<file path="src/rtl/usb_dec_pkg.sv">
// Shared encodings, state type and default windows for the USB slave address decoder.
package usb_dec_pkg;

  localparam logic [1:0]  OP_WR         = 2'b10;
  localparam logic [1:0]  OP_RD         = 2'b01;
  localparam logic [31:0] MEM_BASE_DFLT = 32'h0000_0000;
  localparam logic [31:0] REG_BASE_DFLT = 32'h0000_0400;
  localparam int          CNT_W         = 4;

  typedef enum logic [1:0] {
    IDLE,
    WAIT,
    RESP
  } dec_state_e;

endpackage

</file>
<file path="src/rtl/usb_dec_region_match.sv">
// Window hit and word-index extraction for one aligned address window.
module usb_dec_region_match #(
  parameter int                ADDR_W = 32,
  parameter int                AW     = 8,
  parameter logic [ADDR_W-1:0] BASE   = '0
) (
  input  logic [ADDR_W-3:0] word_addr,
  output logic              hit,
  output logic [AW-1:0]     idx
);

  localparam logic [ADDR_W-3:0] BASE_WORD = BASE[ADDR_W-1:2];

  assign hit = (word_addr[ADDR_W-3:AW] == BASE_WORD[ADDR_W-3:AW]);
  assign idx = word_addr[AW-1:0] - BASE_WORD[AW-1:0];

endmodule

</file>
<file path="src/rtl/usb_addr_decoder.sv">
// Single-outstanding request decoder: strobes memory or register target, then returns a response.
//   state | meaning
//   IDLE  | req_ready high, waiting for a request
//   WAIT  | read latency counter running
//   RESP  | rsp_valid high until rsp_ready
module usb_addr_decoder
  import usb_dec_pkg::*;
#(
  parameter int                ADDR_W   = 32,
  parameter int                MEM_AW   = 8,
  parameter int                REG_AW   = 6,
  parameter logic [ADDR_W-1:0] MEM_BASE = ADDR_W'(MEM_BASE_DFLT),
  parameter logic [ADDR_W-1:0] REG_BASE = ADDR_W'(REG_BASE_DFLT),
  parameter int unsigned       RD_LAT   = 1
) (
  input  logic              Clk,
  input  logic              Rst,
  input  logic              req_valid,
  output logic              req_ready,
  input  logic [1:0]        req_op,
  input  logic [ADDR_W-1:0] req_addr,
  output logic              mem_en,
  output logic              mem_we,
  output logic [MEM_AW-1:0] mem_addr,
  output logic              reg_en,
  output logic              reg_we,
  output logic [REG_AW-1:0] reg_addr,
  output logic              rd_en_reg,
  output logic              data_toggle_en,
  output logic              rsp_valid,
  input  logic              rsp_ready,
  output logic              rsp_err
);

  localparam logic [CNT_W-1:0] LAT_LOAD = CNT_W'(RD_LAT);

  dec_state_e        state_q, state_d;
  logic [CNT_W-1:0]  cnt_q, cnt_d;
  logic              mem_rd_q, mem_rd_d;

  logic              mem_hit, reg_hit;
  logic [MEM_AW-1:0] mem_idx;
  logic [REG_AW-1:0] reg_idx;
  logic              is_rd, op_ok, req_err, sel_mem, sel_reg, accept;

  logic              req_ready_d, mem_en_d, mem_we_d, reg_en_d, reg_we_d;
  logic              rd_en_reg_d, toggle_d, rsp_valid_d, rsp_err_d;
  logic [MEM_AW-1:0] mem_addr_d;
  logic [REG_AW-1:0] reg_addr_d;

  usb_dec_region_match #(
    .ADDR_W (ADDR_W),
    .AW     (MEM_AW),
    .BASE   (MEM_BASE)
  ) u_mem_match (
    .word_addr (req_addr[ADDR_W-1:2]),
    .hit       (mem_hit),
    .idx       (mem_idx)
  );

  usb_dec_region_match #(
    .ADDR_W (ADDR_W),
    .AW     (REG_AW),
    .BASE   (REG_BASE)
  ) u_reg_match (
    .word_addr (req_addr[ADDR_W-1:2]),
    .hit       (reg_hit),
    .idx       (reg_idx)
  );

  // Memory window takes priority when the two windows overlap.
  assign is_rd   = (req_op == OP_RD);
  assign op_ok   = (req_op == OP_RD) || (req_op == OP_WR);
  assign req_err = !op_ok || (req_addr[1:0] != 2'b00) || !(mem_hit || reg_hit);
  assign sel_mem = !req_err && mem_hit;
  assign sel_reg = !req_err && !mem_hit && reg_hit;
  assign accept  = (state_q == IDLE) && req_valid && req_ready;

  always_comb begin
    state_d     = state_q;
    cnt_d       = cnt_q;
    mem_rd_d    = mem_rd_q;
    req_ready_d = req_ready;
    mem_en_d    = 1'b0;
    mem_we_d    = 1'b0;
    reg_en_d    = 1'b0;
    reg_we_d    = 1'b0;
    rd_en_reg_d = 1'b0;
    toggle_d    = 1'b0;
    rsp_valid_d = rsp_valid;
    rsp_err_d   = rsp_err;
    mem_addr_d  = mem_addr;
    reg_addr_d  = reg_addr;

    unique case (state_q)
      IDLE: begin
        req_ready_d = 1'b1;
        if (accept) begin
          req_ready_d = 1'b0;
          mem_rd_d    = sel_mem && is_rd;
          mem_en_d    = sel_mem;
          mem_we_d    = sel_mem && !is_rd;
          reg_en_d    = sel_reg;
          reg_we_d    = sel_reg && !is_rd;
          rd_en_reg_d = sel_reg && is_rd;
          if (sel_mem) mem_addr_d = mem_idx;
          if (sel_reg) reg_addr_d = reg_idx;
          cnt_d = (!req_err && is_rd) ? LAT_LOAD : '0;
          if (cnt_d == '0) begin
            state_d     = RESP;
            rsp_valid_d = 1'b1;
            rsp_err_d   = req_err;
            toggle_d    = sel_mem && is_rd;
          end else begin
            state_d = WAIT;
          end
        end
      end
      WAIT: begin
        cnt_d = cnt_q - 1'b1;
        // Only good reads ever wait, so the response here is never an error.
        if (cnt_q <= 1) begin
          state_d     = RESP;
          rsp_valid_d = 1'b1;
          rsp_err_d   = 1'b0;
          toggle_d    = mem_rd_q;
        end
      end
      RESP: begin
        if (rsp_ready) begin
          state_d     = IDLE;
          rsp_valid_d = 1'b0;
          rsp_err_d   = 1'b0;
          req_ready_d = 1'b1;
        end
      end
      default: state_d = IDLE;
    endcase
  end

  always_ff @(posedge Clk or negedge Rst) begin
    if (!Rst) begin
      state_q        <= IDLE;
      cnt_q          <= '0;
      mem_rd_q       <= 1'b0;
      req_ready      <= 1'b0;
      mem_en         <= 1'b0;
      mem_we         <= 1'b0;
      mem_addr       <= '0;
      reg_en         <= 1'b0;
      reg_we         <= 1'b0;
      reg_addr       <= '0;
      rd_en_reg      <= 1'b0;
      data_toggle_en <= 1'b0;
      rsp_valid      <= 1'b0;
      rsp_err        <= 1'b0;
    end else begin
      state_q        <= state_d;
      cnt_q          <= cnt_d;
      mem_rd_q       <= mem_rd_d;
      req_ready      <= req_ready_d;
      mem_en         <= mem_en_d;
      mem_we         <= mem_we_d;
      mem_addr       <= mem_addr_d;
      reg_en         <= reg_en_d;
      reg_we         <= reg_we_d;
      reg_addr       <= reg_addr_d;
      rd_en_reg      <= rd_en_reg_d;
      data_toggle_en <= toggle_d;
      rsp_valid      <= rsp_valid_d;
      rsp_err        <= rsp_err_d;
    end
  end

endmodule

</file>
<file path="config.mk">
export PLATFORM = sky130hd
export DESIGN_NAME = usb_addr_decoder
export DESIGN_NICKNAME = d
export VERILOG_FILES = /design/src/rtl/usb_dec_pkg.sv /design/src/rtl/usb_dec_region_match.sv /design/src/rtl/usb_addr_decoder.sv
export SDC_FILE = /design/constraint.sdc
export NUM_CORES = 1
export LEC_CHECK = 0
export BUFFER_PORTS_ARGS = -buffer_cell sky130_fd_sc_hd__buf_2
export CAP_MARGIN = 30
export CORE_MARGIN = 4
export CORE_UTILIZATION = 42
export DETAILED_ROUTE_END_ITERATION = 8
export PLACE_DENSITY = 0.73
export SYNTH_ARGS = -nofsm -noshare
export SYNTH_HDL_FRONTEND = slang
export SYNTH_SLANG_ARGS = --single-unit
</file>
<file path="constraint.sdc">
create_clock -name Clk -period 1.6 [get_ports Clk]
set_input_delay 0.16 -clock Clk [delete_from_list [all_inputs] [get_ports Clk]]
set_output_delay 0.16 -clock Clk [all_outputs]
set_load 0.02 [all_outputs]
</file>
======== Yosys cells after proc, flatten, opt, wreduce, memory -nomap -nowiden ========
Cells that the tools add are included.
W data, S select, Z words.
cells by class
  $add $sub $neg .......................... 1
  $lt $le $gt $ge ......................... 1
  multiplexer cells ....................... 34
  eq/ne operators ......................... 9
  reduce and logical (&&, ||, !) cells .... 33
operator list
  kind                   count
  $eq A24 B3 Y1 const B  1
  $mux W1                23
  $logic_not A22 Y1      1
  $logic_and A1 B1 Y1    10
  $reduce_and A3 Y1      3
  $mux W2                4
  $pmux W4 S2            1
  $ne A2 B2 Y1 const B   3
  $pmux W1 S3            2
  $pmux W2 S3            1
  $reduce_and A2 Y1      3
  $reduce_bool A2 Y1     3
  $logic_not A1 Y1       5
  $reduce_and A5 Y1      1
  $eq A2 B1 Y1 const B   2
  $eq A2 B2 Y1 const B   2
  $le A4 B1 Y1 const B   1
  $logic_not A4 Y1       1
  $logic_or A1 B1 Y1     4
  $mux W4                1
  $pmux W1 S2            2
  $sub A4 B1 Y4 const B  1
  $reduce_bool A3 Y1     1
  $logic_not A2 Y1       1
  $ne A2 B1 Y1 const B   1
storage, ports and cells
  input port bits ......................... 38
  bits in registers ....................... 30
  output and inout bits ................... 23

======== Depth between registers and ports, before layout ========
Gate-level depths: netlist of the first run.
  depth in word-level cells ............... 12
  depth in mapped cells ................... 8
  depth with buffers taken out ............ 7

======== Cells and area by module ========
From an unflattened synthesis of the first run, not the netlist that was laid out.
unflattened totals
  cells, all modules ...................... 160
  area, all modules ....................... 1604.0 um^2
by module, submodules not included
  module                              instances  seq. area each (um^2)  area an instance (um^2)  cells each
  usb_addr_decoder                    1          750.7                  1375.1                   130
  usb_dec_region_match (u_reg_match)  1          0.0                    117.6                    15
  usb_dec_region_match (u_mem_match)  1          0.0                    111.4                    15

======== Worst setup path after synthesis of the first run ========
Ideal clock, no wire load.
  kind .................................... input-to-reg
  start point ............................. in req_op[1]
  end point ............................... reg mem_addr[0]
  stages .................................. 8
  buffers on the path ..................... 1
  slack ................................... -0.307 ns
  arrival time ............................ 1.782 ns
  cells stage by stage .................... inv_1 > ha_1 > nor4_1 > nand4_1 > or2_1 > buf_6 > nor3_4 > mux2_2
on the way
  longest elaborated chain between the ends .. 8
  elaborated cells between the ends (all ways) .. 9
  classes of those cells .................. eq/ne: 2; reduce/logical: 7
ends and longest elaborated chain
  item                                                 RTL line                 source
  from (decl)                                          usb_addr_decoder.sv:20   input logic [1:0] req_op,
  $eq A2 B1 Y1 / $eq A2 B2 Y1 (equally long branches)  usb_addr_decoder.sv:73   assign op_ok = (req_op == OP_RD) || (req_op == OP_WR);
  $logic_or A1 B1 Y1 (*)                               usb_addr_decoder.sv:73
  $logic_not A1 Y1 (*)                                 usb_addr_decoder.sv:74   assign req_err = !op_ok || (req_addr[1:0] != 2'b00) || !(mem_hit || reg_hit);
  $logic_or A1 B1 Y1 (*) (2 in series)                 usb_addr_decoder.sv:74
  $logic_not A1 Y1 (*)                                 usb_addr_decoder.sv:75   assign sel_mem = !req_err && mem_hit;
  $logic_and A1 B1 Y1 (*)                              usb_addr_decoder.sv:75
  $reduce_and A3 Y1 (no line) (*)                      n/a
  to (signal assigned)                                 usb_addr_decoder.sv:164  mem_addr <= mem_addr_d;
  to (decl)                                            usb_addr_decoder.sv:24   output logic [MEM_AW-1:0] mem_addr,
Mark *: on every way between the ends. The rest lies on a longest branch, timed or not.
A chain may end at the register's enable or synchronous reset.

======== Final worst setup path of the first run ========
  start point ............................. reg cnt_q[0]
  end point ............................... reg rsp_valid
on the way
  longest elaborated chain between the ends .. 3
ends and longest elaborated chain
  item                         RTL line                 source
  from (decl)                  usb_addr_decoder.sv:38   logic [CNT_W-1:0] cnt_q, cnt_d;
  from (signal assigned)       usb_addr_decoder.sv:159  cnt_q <= cnt_d;
  $le A4 B1 Y1                 usb_addr_decoder.sv:122  if (cnt_q <= 1) begin
  $ne A2 B2 Y1 (no line)       n/a
  $reduce_and A5 Y1 (no line)  n/a
  to (signal assigned)         usb_addr_decoder.sv:170  rsp_valid <= rsp_valid_d;
  to (decl)                    usb_addr_decoder.sv:30   output logic rsp_valid,
No other way between the ends.

==> summary.md, run 1 <==
| Metric | Value |
|---|---|
| Register area | `751 um2` |
| P_leak | `1.17 nW` |
| GRT Overall Usage | `18.0%` |
| Placed cells | `253` |
| FP Rows | `21` |
| Post-synth top area share | `51.4%` |
| Max cap viols | `0` |
| Initial core utilization | `43.8%` |
| Combinational Power Share | `44.1%` |
| CP arrival | `1830 ps` |
| FF+latch count, synth | `30` |
| Cell taking the most area after synthesis | `dfrtp_1` |
| Initial drt markers | `46` |
| CP Max Fanout | `3` |
| Largest regs | `mem_addr x8, reg_addr x6, cnt_q x4` |
| Synth warnings | `0` |
| Final hold violation count | `0` |
| Setup CP Type | `reg -> reg` |
| Top_reg_cell synth | `dfrtp_1` |
| Worst skew pair latency | `330 ps` |
| RSZ-0062 raised after global routing | `yes` |
| Sw Pwr | `0.879 mW` |
| Seq/Total Area, Yosys | `51.4%` |
| Fin crit share | `99.7%` |
| Pin count of the biggest net entering global routing | `31` |
| Top reg by flops | `mem_addr` |
| Global-route wire length before repair | `6060 um` |
| GPL Wtd Cong | `0.927` |
| Critical path endpoint category | `flip-flop` |
| Clk slew on worst S/H paths | `110 ps` |
| Die Ht | `67.0 um` |
| Routed Antenna Nets | `0` |
| H-tree Lvls | `2` |
| Grt ovf | `0` |
| Clock network fraction of design power | `19.9%` |
| Fin util | `68.2%` |
| Commonest cells after routing, fill and taps aside | `buf_2, dfrtp_1, buf_4` |
| Maximum vdd drop | `597 uV` |
| CTS tree | `yes` |
| Sw Ratio | `35.8%` |
| DP HPWL | `2880 um` |
| Clock Skew | `13.4 ps` |
| Die width | `67.0 um` |
| IO Count | `61` |
| Layout area overhead | `56.0%` |
| Design area | `2280 um2` |
| Inserted Diodes | `0` |
| Relative slew slack | `56.7%` |
| TritonCTS Buffers | `5` |
| Routed WL | `3770 um` |
| Avg Inst Size Synth | `11.5 um2` |
| Tmin final | `1600 ps` |
| Top achievable clock speed | `627 MHz` |
| Slew @ Worst Pin | `649 ps` |
| DR WL/cell | `14.2 um` |
| TritonRoute pass-1 iters | `4` |
| Layout Nets | `264` |
| Most common cell after layout, fill and taps aside | `buf_2` |
| Pint | `1.57 mW` |
| Share of power burned in registers | `36.0%` |
| Fin cells | `266` |
| Net Count, Synth | `172` |
| Longest Clk Path Bufs | `2` |
| CORE AREA | `3340 um2` |
| Slew Viols, Final | `0` |
| Vias in the first global route | `1,398` |
| DP Area | `2040 um2` |
| Setup crit start kind | `flip-flop` |
| Fillers | `248` |
| Initial antenna violation count | `0` |
| CTS root buffer | `clkbuf_4` |
| Mapped Area | `1460 um2` |
| Post-synth EDFFs | `0` |
| Via-to-Cell Ratio | `5.08` |
| Finish-stage setup viols | `0` |
| Layout cell share with drive strength beyond 1 | `61.4%` |
| Buffers on Ports | `60` |
| Via count | `1,352` |
| Distinct cells, synth | `33` |
| Hold Crit Class | `in -> reg` |
| Status | `complete, no violations` |
| Total die area | `4480 um2` |
| Multi-input logic area | `826 um2` |
| Syn Inst Count | `127` |
| Power density over the cells | `1080 nW/um2` |
| Max reg flops | `8` |
| Fin Hold WS | `63.6 ps` |
| Critical Path RT | `1840 ps` |
| Drt drc | `0` |
| Clock sink count | `30` |
| Fraction of registers with async set/reset | `100%` |
| Synth area leaders | `dfrtp_1, mux2_2, ha_1, nor4_1, nand2_1` |
[metrics by stage]
stage | total power [mW] | setup slack, ps | setup TNS [ps]
after floorplan | 1.32 | -252 | -3100
after global placement | 1.68 | -331 | -4730
after detailed placement | 1.72 | -385 | -5980
after CTS | 2.37 | -37.7 | -37.7
after global routing | 2.62 | -99.8 | -700
final | 2.45 | 4.18 | 0
[power by group through the flow]
stage / clock (mW) / sequential [mW] / combinational, mW
CTS: 0.495 / 0.880 / 0.992
global route: 0.536 / 0.894 / 1.19
finish: 0.488 / 0.884 / 1.08
detailed placement: 0 / 0.884 / 0.837
global placement: 0 / 0.877 / 0.798
floorplan: 0 / 0.930 / 0.387
[logic make-up after synthesis]
group           count (synthesis)  share of synthesized area, %
mux                            17                          12.9
flops                          30                          51.4
fa+ha+maj                       7                          6.00
buf+inv                        12                          3.60
simple gates                   42                          17.2
compound gates                 19                          8.83
[per-layer routing]
layer	global-route usage, %	wire (um)	share of wire, %	vias to the layer above
li1	-	-	-	656
met1	21.3	1470	39	642
met2	30.9	2000	53	50
met3	4.38	253	6.7	4
met4	7.59	48	1.3	0
met5	0	0	0	-
[worst paths after layout]
check / start / to / slack, ps / depth (start not counted)
max: cnt_q[0]$_DFFE_PN0P_ / rsp_valid$_DFFE_PN0P_ / 4 / 7
min: req_addr[5] / reg_addr[3]$_DFFE_PN0P_ / 60 / 2
max reg2reg: cnt_q[0]$_DFFE_PN0P_ / rsp_valid$_DFFE_PN0P_ / 4 / 7
min reg2reg: mem_rd_q$_DFFE_PN0P_ / data_toggle_en$_DFF_PN0_ / 510 / 2
max in group asynchronous: Rst / mem_rd_q$_DFFE_PN0P_ / 780 / 2
min in group asynchronous: Rst / reg_en$_DFF_PN0_ / 390 / 2
[Yosys cell counts (all sizes together), types with 3 or more instances]
| cell | count |
|---|---|
| nand3 | 3 |
| nor4 | 10 |
| nor2 | 5 |
| ha | 7 |
| o21ai | 6 |
| nor3 | 6 |
| inv | 9 |
| dfrtp | 30 |
| a21oi | 3 |
| mux2 | 15 |
| nand2 | 10 |
[critical path, stage by stage, from the launching register on]
cell and delay (ps):
dfrtp_1 440, inv_2 100, ha_4 140, nor2_4 40
o31ai_4 210, nand4b_1 180, a21oi_2 180, mux2i_1 220
[cell type report]
class | count | share of cell area, %
multi-input combinational | 85 | 36.3
clock inverter | 2 | 0.549
timing repair buffer | 88 | 23.7
sequential | 30 | 33.0
inverter | 9 | 1.70
tap | 46 | 2.53
clock buffer | 6 | 2.25
[repair_timing]
| item | in CTS | in global routing |
|---|---|---|
| resized for setup | 16 | 12 |
| setup buffers | 2 | 2 |
| endpoints found under the setup margin | 17 | 20 |
| endpoints found under the hold margin | 30 | 0 |
| pin swaps | 5 | 8 |
| hold buffers | 1 | 0 |
Power figures use the tool's default switching activity.
==> run 2, diff against run 1 <==
CORE_UTILIZATION = 47   (was 42)
PLACE_DENSITY = 0.78   (was 0.73)
SLEW_MARGIN = 20   (was not set)
clock period = 1.5 ns   (was 1.6 ns; I/O delays follow)
==> run 2 against run 1 <==
Against the previous run:
- the run now ends with negative setup slack left
- first-iteration DRC count increased by 24%
- core utilization increased by 14 points
- clock power increased by 39%
- clock-buffer cell count unchanged
- critical path depth unchanged
- setup slack got worse by 90 ps
- global-route usage increased by 4.5 points
- die area decreased by 9.4%
- non-clock buffer count increased by 2
==> summary.md, run 2 (synthesized netlist as in run 1, its figures left out) <==
| Metric | Value |
|---|---|
| RSZ-0062 raised after global routing | `yes` |
| CTS root buffer | `clkbuf_4` |
| Most common cell after layout, fill and taps aside | `buf_2` |
| Longest Clk Path Bufs | `2` |
| Setup ws final | `-86.0 ps` |
| Top achievable clock speed | `631 MHz` |
| Fin util | `82.1%` |
| Via count | `1,403` |
| Initial drt markers | `57` |
| Hold Crit Class | `in -> reg` |
| DP Area | `2040 um2` |
| Routed WL | `4370 um` |
| CP Max Fanout | `3` |
| Violations in the final reports | `negative setup slack` |
| Commonest cells after routing, fill and taps aside | `buf_2, dfrtp_1, buf_4` |
| Initial antenna violation count | `0` |
| Global-route wire length before repair | `7100 um` |
| Pin count of the biggest net entering global routing | `31` |
| Slew @ Worst Pin | `668 ps` |
| Layout area overhead | `60.4%` |
| Max reg flops | `8` |
| Fin crit share | `106%` |
| Clock sink count | `30` |
| FP Rows | `19` |
| Crit path cell chain | `buf_6 > ha_4 > nor2_2 > o31ai_4 > nand4b_1 > a21oi_2 > mux2i_1` |
| Setup crit start kind | `flip-flop` |
| Finish-stage setup viols | `12` |
| Via-to-Cell Ratio | `5.57` |
| Routed Antenna Nets | `0` |
| Max cap viols | `0` |
| Vias in the first global route | `1,464` |
| Critical Path RT | `1760 ps` |
| Buffers on Ports | `60` |
| Maximum vdd drop | `1260 uV` |
| Final hold violation count | `0` |
| Total power | `2.92 mW` |
| DR WL/cell | `17.3 um` |
| Tmin final | `1590 ps` |
| Register area | `751 um2` |
| CORE AREA | `2850 um2` |
| Status | `complete, but fails checks` |
| H-tree Lvls | `2` |
| Delay-heaviest family, CP | `flip-flops` |
| DP HPWL | `2980 um` |
| Die Ht | `63.7 um` |
| TritonCTS Buffers | `5` |
| Setup CP Type | `reg -> reg` |
| DP Worst Slack | `-449 ps` |
| Relative slew slack | `55.5%` |
| Worst skew pair latency | `340 ps` |
| Critical path buffers and inverters | `1` |
| Grt ovf | `0` |
| CP arrival | `1840 ps` |
| Largest regs | `mem_addr x8, reg_addr x6, cnt_q x4` |
| Slew Viols, Final | `0` |
| TritonRoute pass-1 iters | `4` |
| Worst Hold Launch | `req_addr[7]` |
| Top reg by flops | `mem_addr` |
| Peak per-stage delay on the critical path | `420 ps` |
| Clk slew on worst S/H paths | `100 ps` |
| Placed cells | `239` |
| Layout Nets | `266` |
| Slowest cell on crit path | `dfrtp_1` |
| Clock Skew | `9.36 ps` |
| Die width | `63.7 um` |
| Inserted Diodes | `0` |
| IO Count | `61` |
| Layout cell share with drive strength beyond 1 | `63.3%` |
| Power density over the cells | `1250 nW/um2` |
| CTS tree | `yes` |
| GPL Wtd Cong | `0.805` |
| Fin cells | `252` |
| Multi-input logic area | `861 um2` |
| Drt drc | `0` |
| Initial core utilization | `51.2%` |
| GRT Overall Usage | `22.5%` |
| Total die area | `4060 um2` |
| Design area | `2340 um2` |
| Critical path endpoint category | `flip-flop` |
| Fillers | `166` |
| Reg2reg start | `cnt_q[0]$_DFFE_PN0P_` |
| Setup crit start | `cnt_q[0]$_DFFE_PN0P_` |
| P_leak | `1.21 nW` |
-- run 2: report_power, final --
| group | switching [mW] | total [mW] | internal (mW) | leakage (nW) |
|---|---|---|---|---|
| Sequential | 0.0702 | 0.949 | 0.879 | 0.406 |
| Combinational | 0.641 | 1.29 | 0.651 | 0.755 |
| Clock | 0.290 | 0.678 | 0.388 | 0.0443 |
| Total | 1.00 | 2.92 | 1.92 | 1.21 |
-- run 2: per-layer routing --
| layer | vias to the layer above | GRT usage, % | part of all wire [%] |
|---|---|---|---|
| met5 | - | 0 | 0 |
| met4 | 0 | 10.5 | 1.7 |
| met3 | 9 | 5.95 | 5.8 |
| met2 | 62 | 37.9 | 52 |
| met1 | 672 | 27.0 | 40 |
| li1 | 660 | - | - |
-- run 2: repair_timing --
action	CTS	global route
cloned	0	0
buffers inserted	4	2
hold buffers	1	0
gates resized for setup	30	12
pin swaps	6	11
endpoints found under the setup margin	19	23
hold endpoints to repair	30	0
-- run 2: through the flow --
step | hold slack (ps) | TNS [ps]
floorplan | -146 | -4360
global placement | 207 | -6600
detailed placement | 217 | -7780
CTS | 53.4 | -459
global route | 45.9 | -1390
finish | 57.3 | -326
-- run 2: area by class of cell --
type,instances,share of cell area (%)
inverter,9,1.66
tap,31,1.66
clock buffer,6,2.19
clock inverter,1,1.28
timing repair buffer,90,24.4
sequential,30,32.1
multi-input combinational,85,36.8
-- run 2: worst paths after layout --
path / to / slack [ps] / depth (start not counted)
worst min-delay path: reg_addr[5]$_DFFE_PN0P_ / 60 / 2
worst min register to register: mem_addr[4]$_DFFE_PN0P_ / 510 / 1
min in group asynchronous: cnt_q[0]$_DFFE_PN0P_ / 390 / 2
worst max-delay path: rsp_valid$_DFFE_PN0P_ / -90 / 7
worst max register to register: rsp_valid$_DFFE_PN0P_ / -90 / 7
max in group asynchronous: state_q[0]$_DFFE_PN0P_ / 680 / 2
-- run 2: worst register-to-register path, stage by stage, from the launching register on --
cell	delay (ps)
dfrtp_1	420
buf_6	130
ha_4	120
nor2_2	50
o31ai_4	200
nand4b_1	210
a21oi_2	190
mux2i_1	190
==> run 3, diff against run 2 <==
CORE_UTILIZATION = 48   (was 47)
PLACE_DENSITY = 0.77   (was 0.78)
SYNTH_HIERARCHICAL = 1   (was not set)
==> run 3 against run 2 <==
Against the previous run:
- the flow still finishes with violations (negative setup slack)
- clock power is 30% lower
- clock skew shrank 1.1 ps
- die area up 6.6%
- area after synthesis increased by 9.9%
- hold slack got worse by 51 ps
==> summary.md, run 3 <==
| Metric | Value |
|---|---|
| Fin Hold WS | `6.68 ps` |
| Layout Nets | `299` |
| Via count | `1,584` |
| Setup crit start kind | `flip-flop` |
| CTS root buffer | `clkbuf_4` |
| Setup ws final | `-427 ps` |
| Placed cells | `276` |
| Register area | `752 um2` |
| Tmin final | `1930 ps` |
| Relative slew slack | `54.6%` |
| Seq/Total Area, Yosys | `46.8%` |
| Initial antenna violation count | `0` |
| Distinct cells, synth | `37` |
| Max cap viols | `0` |
| Layout area overhead | `54.1%` |
| Slew Viols, Final | `0` |
| Design area | `2470 um2` |
| Clock sink count | `30` |
| Clock Skew | `8.28 ps` |
| Max reg flops | `8` |
| Critical path endpoint category | `flip-flop` |
| Total die area | `4330 um2` |
| Synth area leaders | `dfrtp_1, buf_4, nand2_1, ha_1, mux2_2` |
| Status | `complete, but fails checks` |
| Largest regs | `mem_addr x8, reg_addr x6, cnt_q x4` |
| Total power | `2.32 mW` |
| Crit path cell chain | `inv_2 > ha_4 > a21boi_4 > a21oi_1 > or4b_4 > mux2_4` |
| P_leak | `1.33 nW` |
| Slew @ Worst Pin | `681 ps` |
| Vias in the first global route | `1,591` |
| Setup crit start | `state_q[0]$_DFFE_PN0P_` |
| Clk slew on worst S/H paths | `110 ps` |
| Avg Inst Size Synth | `10.0 um2` |
| Synth warnings | `6` |
| CORE AREA | `3130 um2` |
| Fin crit share | `128%` |
| Mapped Area | `1600 um2` |
| DP Worst Slack | `-476 ps` |
| Worst Hold Launch | `req_addr[7]` |
| Fillers | `191` |
| Global-route wire length before repair | `6880 um` |
| Finish-stage setup viols | `14` |
| Routed WL | `5140 um` |
| FP Rows | `20` |
| Drt drc | `0` |
| Syn Inst Count | `160` |
| Routed Antenna Nets | `0` |
| CTS tree | `yes` |
| Die width | `65.8 um` |
| TritonCTS Buffers | `5` |
| Inserted Diodes | `0` |
| IO Count | `61` |
| Multi-input logic area | `871 um2` |
| Layout cell share with drive strength beyond 1 | `61.0%` |
| Initial drt markers | `130` |
| Reg2reg start | `state_q[0]$_DFFE_PN0P_` |
| CP Max Fanout | `4` |
| WHS Endpoint | `mem_addr[5]$_DFFE_PN0P_` |
| Buffers on Ports | `60` |
| DP HPWL | `3170 um` |
| Fin util | `79.0%` |
| Final hold violation count | `0` |
| Most common cell after layout, fill and taps aside | `buf_2` |
| Setup TNS | `-3230 ps` |
| Power density over the cells | `940 nW/um2` |
| Grt ovf | `0` |
| DP Area | `2140 um2` |
| Delay-heaviest family, CP | `simple AND/OR/NAND/NOR gates` |
| Net Count, Synth | `205` |
| CP arrival | `2170 ps` |
| Setup CP Type | `reg -> reg` |
| TritonRoute pass-1 iters | `4` |
| RR Endpoint | `rsp_err$_DFFE_PN0P_` |
| GPL Wtd Cong | `0.816` |
| Pin count of the biggest net entering global routing | `31` |
| Die Ht | `65.8 um` |
| Critical path buffers and inverters | `1` |
| Setup slack, reg-to-reg | `-430 ps` |
| Top reg by flops | `mem_addr` |
| Fin cells | `298` |
| Worst R2R Path Depth | `6` |
| Worst skew pair latency | `350 ps` |
| Post-synth top area share | `46.8%` |
| Longest Clk Path Bufs | `2` |
| Most frequent cell after synthesis | `dfrtp_1` |
| Top_reg_cell synth | `dfrtp_1` |
| RSZ-0062 raised after global routing | `yes` |
| Critical Path RT | `1740 ps` |
| GRT Overall Usage | `21.6%` |
| Violations in the final reports | `negative setup slack` |
| Top post-synthesis cells by count | `dfrtp_1, nand2_1, buf_4, inv_1, nor2_1` |
| Top achievable clock speed | `519 MHz` |
| Slowest cell on crit path | `or4b_4` |
| Initial core utilization | `51.3%` |
| Maximum vdd drop | `789 uV` |
| Cell taking the most area after synthesis | `dfrtp_1` |
| DR WL/cell | `17.2 um` |
| Hold Crit Class | `in -> reg` |
| Via-to-Cell Ratio | `5.32` |
| H-tree Lvls | `2` |
| Fraction of registers with async set/reset | `100%` |
| Peak per-stage delay on the critical path | `520 ps` |
| WHS Path Cells | `3` |
| Commonest cells after routing, fill and taps aside | `buf_2, buf_4, dfrtp_1` |
| FF+latch count, synth | `30` |
| Post-synth EDFFs | `0` |
## run 3: cell count changes after synthesis, moves of 3 or more
cell     previous run  this run
buf_4               0        14
mux2_2             15         7
nand2_1            10        28
nor2_1              5         9
nor3_1              4         1
nor4_2              0         3
## run 3: timing repair
item / CTS / global route
resized for setup: 9 / 29
cloned: 0 / 1
hold endpoints to repair: 30 / 0
buffers inserted: 0 / 13
hold buffers: 1 / 0
endpoints found under the setup margin: 19 / 20
pin swaps: 1 / 13
## run 3: layout make-up
type                            instances  share of cell area, %
Clock buffer                            5                   1.52
Clock inverter                          2                  0.405
Inverter                               11                   1.77
Multi-Input combinational cell        103                   35.2
Sequential cell                        30                   30.4
Tap cell                               44                   2.23
Timing Repair Buffer                  103                   28.4
## run 3: worst min-delay path: stages
cell and delay [ps]:
buf_2 90, nand2_1 50, nand2_1 50
## run 3: layer usage
layer / share of wire (%) / GRT usage (%) / routed length, um
met1: 38 / 22.6 / 1970
met2: 51 / 37.8 / 2650
met3: 7.0 / 4.93 / 360
met4: 3.3 / 15.0 / 168
met5: 0 / 0 / 0
## run 3: worst max-delay path by stage
stage               slack (ps)                  end  depth (start not counted)
global placement          -420  rsp_err$_DFFE_PN0P_                          7
floorplan                 -350  rsp_err$_DFFE_PN0P_                          6
detailed placement        -480  rsp_err$_DFFE_PN0P_                          7
CTS                       -370  rsp_err$_DFFE_PN0P_                          6
global route              -490  rsp_err$_DFFE_PN0P_                          6
finish                    -430  rsp_err$_DFFE_PN0P_                          6
## run 3: kinds of logic after synthesis
family / synth area share (%)
mux: 7.72
fa+ha+maj: 5.46
simple gates: 23.6
flops: 46.8
buf+inv: 9.59
compound gates: 6.79
## run 3: report_power, final
group	switching [mW]	leakage (nW)	internal (mW)
logic	0.454	0.891	0.499
registers	0.0397	0.406	0.853
clock network	0.308	0.0308	0.168
total	0.801	1.33	1.52
